--- src/rtl/shift_operand_pipe.sv ---
// Two-stage elastic operand-2 generator: decode/resolve stage, then shifter into the output register.
// Optional carry path enabled by defining SHIFT_OPERAND_CARRY_EN; otherwise o_Carry_Out is tied low.
module shift_operand_pipe #(
  parameter int DATA_WIDTH = 32
) (
  input  logic                  i_Clk,
  input  logic                  i_Rst,
  input  logic                  i_Valid,
  output logic                  o_Ready,
  input  logic [DATA_WIDTH-1:0] i_Rm,
  input  logic [DATA_WIDTH-1:0] i_Rs,
  input  logic [11:0]           i_Shift_Operand,
  input  logic                  i_Immediate,
  input  logic                  i_Sig_Memory_Instruction,
  input  logic                  i_Reg_Shift,
  input  logic                  i_Carry_In,
  output logic                  o_Valid,
  input  logic                  i_Ready,
  output logic [DATA_WIDTH-1:0] o_Result,
  output logic                  o_Carry_Out
);

  localparam int W  = DATA_WIDTH;
  localparam int LW = $clog2(W);
  localparam logic [7:0] AMT_W = 8'(W);

  typedef enum logic [1:0] {K_MEM, K_RRX, K_SHF} kind_e;
  typedef enum logic [1:0] {T_LSL, T_LSR, T_ASR, T_ROR} shift_e;

  function automatic logic [W-1:0] rotr(input logic [W-1:0] x, input logic [LW-1:0] m);
    return W'({x, x} >> m);
  endfunction

  // Every form is reduced to a register-style shift with an 8-bit amount, except RRX.
  function automatic logic [W:0] shift_eval(input kind_e kind, input shift_e typ,
                                            input logic [7:0] amt, input logic [W-1:0] x,
                                            input logic cin);
    logic [W-1:0]        res;
    logic [W-1:0]        tl;
    logic [W-1:0]        tr;
    logic signed [W-1:0] xs;
    logic                c;
    res = x;
    c   = cin;
    xs  = x;
    tl  = x << (amt - 8'd1);
    tr  = x >> (amt - 8'd1);
    case (kind)
      K_MEM: c = cin;
      K_RRX: begin
        res = {cin, x[W-1:1]};
        c   = x[0];
      end
      default: begin
        if (amt != 8'd0) begin
          case (typ)
            T_LSL: begin
              res = (amt >= AMT_W) ? '0 : (x << amt);
              c   = (amt > AMT_W) ? 1'b0 : tl[W-1];
            end
            T_LSR: begin
              res = (amt >= AMT_W) ? '0 : (x >> amt);
              c   = (amt > AMT_W) ? 1'b0 : tr[0];
            end
            T_ASR: begin
              if (amt >= AMT_W) begin
                res = {W{x[W-1]}};
                c   = x[W-1];
              end else begin
                res = xs >>> amt;
                c   = tr[0];
              end
            end
            default: begin
              res = rotr(x, amt[LW-1:0]);
              c   = res[W-1];
            end
          endcase
        end
      end
    endcase
    return {c, res};
  endfunction

  logic          r_vld_p1;
  kind_e         r_kind_p1;
  shift_e        r_type_p1;
  logic [7:0]    r_amt_p1;
  logic [W-1:0]  r_opnd_p1;
  logic          r_cin_p1;
  logic          r_vld_p2;
  logic [W-1:0]  r_res_p2;

  kind_e         w_kind;
  shift_e        w_type;
  logic [7:0]    w_amt;
  logic [W-1:0]  w_opnd;
  logic [W:0]    w_eval;
  logic          w_load_p2;
  logic          w_adv_p1;
  logic          w_accept;
  logic          w_unused_rs;

  assign w_unused_rs = ^i_Rs[W-1:8];

  assign w_load_p2 = !r_vld_p2 || i_Ready;
  assign w_adv_p1  = r_vld_p1 && w_load_p2;
  assign o_Ready   = !r_vld_p1 || w_adv_p1;
  assign w_accept  = i_Valid && o_Ready;

  always_comb begin
    w_kind = K_SHF;
    w_type = shift_e'(i_Shift_Operand[6:5]);
    w_amt  = 8'd0;
    w_opnd = i_Rm;
    if (i_Sig_Memory_Instruction) begin
      w_kind = K_MEM;
      w_opnd = {{(W-12){i_Shift_Operand[11]}}, i_Shift_Operand};
    end else if (i_Immediate) begin
      w_type = T_ROR;
      w_amt  = {3'b000, i_Shift_Operand[11:8], 1'b0};
      w_opnd = {{(W-8){1'b0}}, i_Shift_Operand[7:0]};
    end else if (i_Reg_Shift) begin
      w_amt = i_Rs[7:0];
    end else begin
      w_amt = {3'b000, i_Shift_Operand[11:7]};
      // A zero immediate amount encodes shift-by-W for LSR/ASR and RRX for ROR.
      if (i_Shift_Operand[11:7] == 5'd0) begin
        case (w_type)
          T_LSR, T_ASR: w_amt = AMT_W;
          T_ROR:        w_kind = K_RRX;
          default:      w_amt = 8'd0;
        endcase
      end
    end
  end

  // Stage 1: decoded request
  always_ff @(posedge i_Clk) begin
    if (i_Rst) begin
      r_vld_p1 <= 1'b0;
    end else if (w_accept) begin
      r_vld_p1 <= 1'b1;
    end else if (w_adv_p1) begin
      r_vld_p1 <= 1'b0;
    end
    if (w_accept) begin
      r_kind_p1 <= w_kind;
      r_type_p1 <= w_type;
      r_amt_p1  <= w_amt;
      r_opnd_p1 <= w_opnd;
      r_cin_p1  <= i_Carry_In;
    end
  end

  assign w_eval = shift_eval(r_kind_p1, r_type_p1, r_amt_p1, r_opnd_p1, r_cin_p1);

  // Stage 2: shifter output register
  always_ff @(posedge i_Clk) begin
    if (i_Rst) begin
      r_vld_p2 <= 1'b0;
      r_res_p2 <= '0;
    end else if (w_load_p2) begin
      r_vld_p2 <= r_vld_p1;
      if (r_vld_p1) r_res_p2 <= w_eval[W-1:0];
    end
  end

`ifdef SHIFT_OPERAND_CARRY_EN
  logic r_carry_p2;
  always_ff @(posedge i_Clk) begin
    if (i_Rst) begin
      r_carry_p2 <= 1'b0;
    end else if (w_load_p2 && r_vld_p1) begin
      r_carry_p2 <= w_eval[W];
    end
  end
  assign o_Carry_Out = r_carry_p2;
`else
  logic w_unused_carry;
  assign w_unused_carry = w_eval[W];
  assign o_Carry_Out    = 1'b0;
`endif

  assign o_Valid  = r_vld_p2;
  assign o_Result = r_res_p2;

endmodule
--- config.mk ---
export PLATFORM = sky130hd
export DESIGN_NAME = shift_operand_pipe
export DESIGN_NICKNAME = d
export VERILOG_FILES = /design/src/rtl/shift_operand_pipe.sv
export SDC_FILE = /design/constraint.sdc
export NUM_CORES = 1
export LEC_CHECK = 0
export CORE_AREA = 2 2 143 145
export CTS_BUF_LIST = sky130_fd_sc_hd__clkbuf_16
export CTS_CLUSTER_DIAMETER = 80
export CTS_CLUSTER_SIZE = 40
export DETAILED_ROUTE_END_ITERATION = 7
export DIE_AREA = 0 0 145 147
export GPL_TIMING_DRIVEN = 0
export HOLD_SLACK_MARGIN = 0.02
export PLACE_DENSITY = 0.86
export SLEW_MARGIN = 0
export SYNTH_ARGS = -nofsm -noshare
export SYNTH_HDL_FRONTEND = slang
export SYNTH_SLANG_ARGS = --single-unit
--- constraint.sdc ---
create_clock -name i_Clk -period 2.2 [get_ports i_Clk]
set_input_delay 0.44 -clock i_Clk [delete_from_list [all_inputs] [get_ports i_Clk]]
set_output_delay 0.44 -clock i_Clk [all_outputs]
set_load 0.1 [all_outputs]
==> metrics, run 1 <==
die width 145 µm; status stopped before the end; Clock Sink Count 79; Initial Util 52.2%; Clock Tree Buf Depth 2; DP HPWL 46500 µm; Synth Area in XOR/XNOR 0%; Max H-tree Level 3; synth unique cells 84; vias in the first global route 15396; yosys warns 0; total CTS buffers 9; synthesized instance count 1218; grt total ovfl 1; placed instance area 0.0117 mm²; post-synthesis compound-gate area fraction 28.1%; Seq/Total Area, Yosys 19.6%; Synth Area in Adders 0.121%; syn nets 1303; # port buffers 92; fraction of registers with async set/reset 0%; Post-Synth Simple-Gate Area 17.0%; synthesized area per cell 8.50 µm²; Stopped at global routing; mux cell area share after synthesis 28.4%; total global-route track usage 72.6%; number of synthesized flops with an enable pin 45; Final Wtd Congestion 1.38; post-synthesis cell area 0.0104 mm²; Die Y 147 µm; top_reg_cell synth edfxtp_1; std cell rows 52; clk root buf clkbuf_16; Cells after DPL 1583; Post-CTS Hold Fix Bufs 0; Err [ERROR GRT-0116] Global routing finished with congestion. Check the congestion regions in the DRC Viewer.; IO Pins 119; largest net degree at the start of global routing 46; largest family of logic cells by synthesized area multiplexers; FF+latch count, synth 79; global-route wire length before repair 112000 µm
-- stage by stage --
step                setup WS, ps  setup TNS, ps
floorplan                   -124           -663
global placement           -1710         -44070
detailed placement         -1590         -39050
CTS                         -425          -9540
-- cell families after synthesis --
logic type,Yosys count
other,1
DFF,79
buffers and inverters,162
and+or+nand+nor,368
muxes,203
AOI/OAI and AO/OA,404
adders and majority gates,1
-- Yosys cell counts (all sizes together) (9+ instances only) --
library cell	instances	area (µm²)
nor3	48	240
mux2	47	533
nand2	64	240
a211oi	19	143
nor4	12	96.3
a211o	14	123
a22oi	23	173
o211ai	15	113
o21a	10	75.1
nor2	145	544
o21ai	52	260
a21oi	63	315
a31oi	27	169
nand3	21	105
nand2b	14	87.6
o31a	9	78.8
a221oi	13	120
edfxtp	45	1350
mux2i	88	881
nor2b	12	75.1
o22ai	33	213
mux4	68	1530
a21o	25	188
clkbuf	105	394
dfxtp	34	681
a22o	9	78.8
buf	51	280
or3	10	62.6
o221ai	23	208
-- layer usage --
layer | overflow | track usage (%)
met1 | 0 | 74.7
met4 | 1 | 66.7
met2 | 0 | 85.5
met3 | 0 | 61.7
met5 | 0 | 32.5
-- timing repair --
action,CTS
pin swaps,68
resized for setup,433
endpoints found under the setup margin,66
gates cloned,6
buffers inserted,84
==> run 2, diff against run 1 <==
==> config.mk (replaced) <==
export PLATFORM = sky130hd
export DESIGN_NAME = shift_operand_pipe
export DESIGN_NICKNAME = d
export VERILOG_FILES = /design/src/rtl/shift_operand_pipe.sv
export SDC_FILE = /design/constraint.sdc
export NUM_CORES = 1
export LEC_CHECK = 0
export CORE_AREA = 2 2 164 166
export DETAILED_ROUTE_END_ITERATION = 7
export DIE_AREA = 0 0 166 168
export GPL_TIMING_DRIVEN = 0
export PLACE_DENSITY_LB_ADDON = 0.15
export SLEW_MARGIN = 0
export SYNTH_ARGS = -nofsm -noshare
export SYNTH_HDL_FRONTEND = slang
export SYNTH_SLANG_ARGS = --single-unit
==> constraint.sdc (replaced) <==
create_clock -name i_Clk -period 2.9 [get_ports i_Clk]
set_input_delay 0.58 -clock i_Clk [delete_from_list [all_inputs] [get_ports i_Clk]]
set_output_delay 0.58 -clock i_Clk [all_outputs]
set_load 0.1 [all_outputs]
==> run 2 against run 1 <==
Compared with the run above:
- the flow now finishes, with violations (setup timing)
- synthesized cell count unchanged
- area after synthesis stayed put
==> metrics, run 2 <==
status complete, but fails checks; violated checks setup timing; CP most frequent cell buf_2; fraction of layout instances using a drive strength above 1 25.9%; fin crit period 3060 ps; initial antenna violation count 2; fin worst setup slack -165 ps; Initial Util 39.3% (-13 points); largest net degree at the start of global routing 46; number of synthesized flops with an enable pin 45 (unchanged); Slew @ Worst Pin 1170 ps; Clock Sink Count 79 (unchanged); die width 166 µm (+14%); critical path required time 3170 ps; Nets 1435; Leakage Power 4.53 nW; CP max-delay cell buf_2; total global-route track usage 51.2%; DP HPWL 52900 µm (+14%); grt total ovfl 0; synth top area cells mux4_2, edfxtp_1, mux2i_1; Peak VDD IR 0.275 mV; core area 0.0264 mm²; Via density 8.03; Worst-path clk slew 80 ps; latest clock arrival within the worst-skew pair 370 ps; 1st-iter DRT viols 2975; wire per inst 43.0 µm; worst slack at placement -1170 ps (+419 ps); synthesized area per cell 8.50 µm² (unchanged); std cell rows 60 (+15%); CP arrival 3340 ps; Commonest cells post-synth nor2_1, clkbuf_1, mux2i_1; most frequent cells in the layout nor2_1, clkdlybuf4s50_1, mux2i_1; DRT antenna net count 0; Crit. End Element flip-flop; Initial DRT Pass Iterations 7; WP buf/inv 4; Max H-tree Level 3 (unchanged); hold_ws 496 ps; fillers 2563; Top Family by Delay on Critical Path buffers and inverters; count leader, synth nor2_1; synth unique cells 84 (unchanged); yosys warns 0 (unchanged); f_max 326 MHz; global-route wire length before repair 100000 µm; syn nets 1303 (unchanged); unrepaired setup endpoints after global routing yes; post-synthesis cell area 0.0104 mm² (unchanged); CP Cell Sequence buf_2 -> inv_1 -> buf_2 -> clkbuf_4 -> a211oi_1 -> a221oi_2 -> o211ai_1 -> a31oi_1; Die Y 168 µm (+14%); Tot Pwr 5.82 mW; Post-Route WL 73000 µm; CTS tree done; Post-CTS Hold Fix Bufs 0 (unchanged); fin. max-slew vios 0; IO Pins 119 (unchanged); Fin Clk Skew 8.40 ps; WS Path Type reg2reg; vias in the first global route 12795; PD cells 449 mW/mm²; fin crit share 106%; top cell type's share of synthesized area 14.8% (unchanged); synthesized instance count 1218 (unchanged); Final Wtd Congestion 1.19 (-13%); Layout area overhead 25.2%; # port buffers 92 (unchanged); top_reg_cell synth edfxtp_1; crit-path max FO 10; Clock Tree Buf Depth 2 (unchanged); worst rel slew slack 22.0%; CP max stage delay 490 ps; die area 0.0279 mm²; DR DRC count 0; Worst Hold Class reg2reg; most common cell after layout, fill and taps aside nor2_1; fraction of registers with async set/reset 0% (unchanged); Synth area leader mux4_2; clk root buf clkbuf_16; Seq/Total Area, Yosys 19.6% (unchanged); final hold vios 0; critical path launch point type flip-flop; FF+latch count, synth 79 (unchanged); Max Cap Viol 0; Setup violations, final 18; routed via count 13637; total CTS buffers 9 (unchanged)
==> run 2: cell counts after synthesis <==
Identical to the previous run, type by type.
==> run 2: kinds of logic (layout without fill, tap and decap cells) <==
group / after synthesis / after routing / synth area share (%)
adders and majority gates: 1 / 1 / 0.121
DFF: 79 / 79 / 19.6
AOI/OAI and AO/OA: 404 / 404 / 28.1
buffers and inverters: 162 / 299 / 6.73
muxes: 203 / 203 / 28.4
and+or+nand+nor: 368 / 368 / 17.0
other: 1 / 4 / 0.0362
==> run 2: report_power, final <==
part | switching (mW) | internal [mW]
Clock | 0.602 | 0.848
Sequential | 0.0725 | 1.27
Combinational | 2.05 | 0.968
==> run 2: path summary, 6_finish.rpt <==
| path | endpoint | cells after the start | start | slack [ps] |
|---|---|---|---|---|
| setup / recovery | o_Result[6] | 8 | r_amt_p1[3] | -160 |
| hold / removal | o_Result[3] | 2 | o_Result[3] | 500 |
| setup reg to reg | o_Result[6] | 8 | r_amt_p1[3] | -160 |
| hold reg to reg | o_Result[3] | 2 | o_Result[3] | 500 |
==> run 2: per-layer routing <==
layer  global-route usage (%)  part of all wire [%]  vias to the layer above
met5                    0.174                 0.096                        -
li1                         -                     -                     5076
met4                     45.0                    12                        7
met3                     28.6                    17                      493
met1                     57.8                    33                     6464
met2                     69.0                    38                     1597
==> run 2: worst reg2reg max path, delay by kind of cell, from the launching register on <==
kind / cells / cell delay, ps
buf+inv: 4 / 1470
compound gates: 4 / 1140
flops: 1 / 360
==> run 2: layout make-up <==
class | count | area (µm²) | area share, %
sequential | 79 | 2030 | 15.7
tap | 341 | 427 | 3.29
antenna | 3 | 7.51 | 0.0579
clock inverter | 7 | 120 | 0.926
timing repair buffer | 127 | 1200 | 9.27
multi-input combinational | 977 | 8050 | 62.1
clock buffer | 9 | 225 | 1.74
buffer | 150 | 877 | 6.77
inverter | 6 | 27.5 | 0.212
==> run 2: repair_timing <==
item	4_1_cts	5_1_grt
setup endpoints to repair	33	32
pin swaps	5	9
gates resized for setup	114	131
buffers inserted	8	23
==> run 2: metrics by stage <==
step / utilization [%] / std cells / cell area (µm²) / setup TNS [ps]
floorplan: - / 1218 / 10400 / 0
global placement: 44.4 / 1651 / 11700 / -25760
detailed placement: 44.7 / 1655 / 11800 / -22230
CTS: 47.3 / 1675 / 12500 / -6.49
global route: 49.2 / 1696 / 13000 / -187
finish: 49.2 / 1699 / 13000 / -910
No activity file was read; power rests on OpenSTA's default activity.
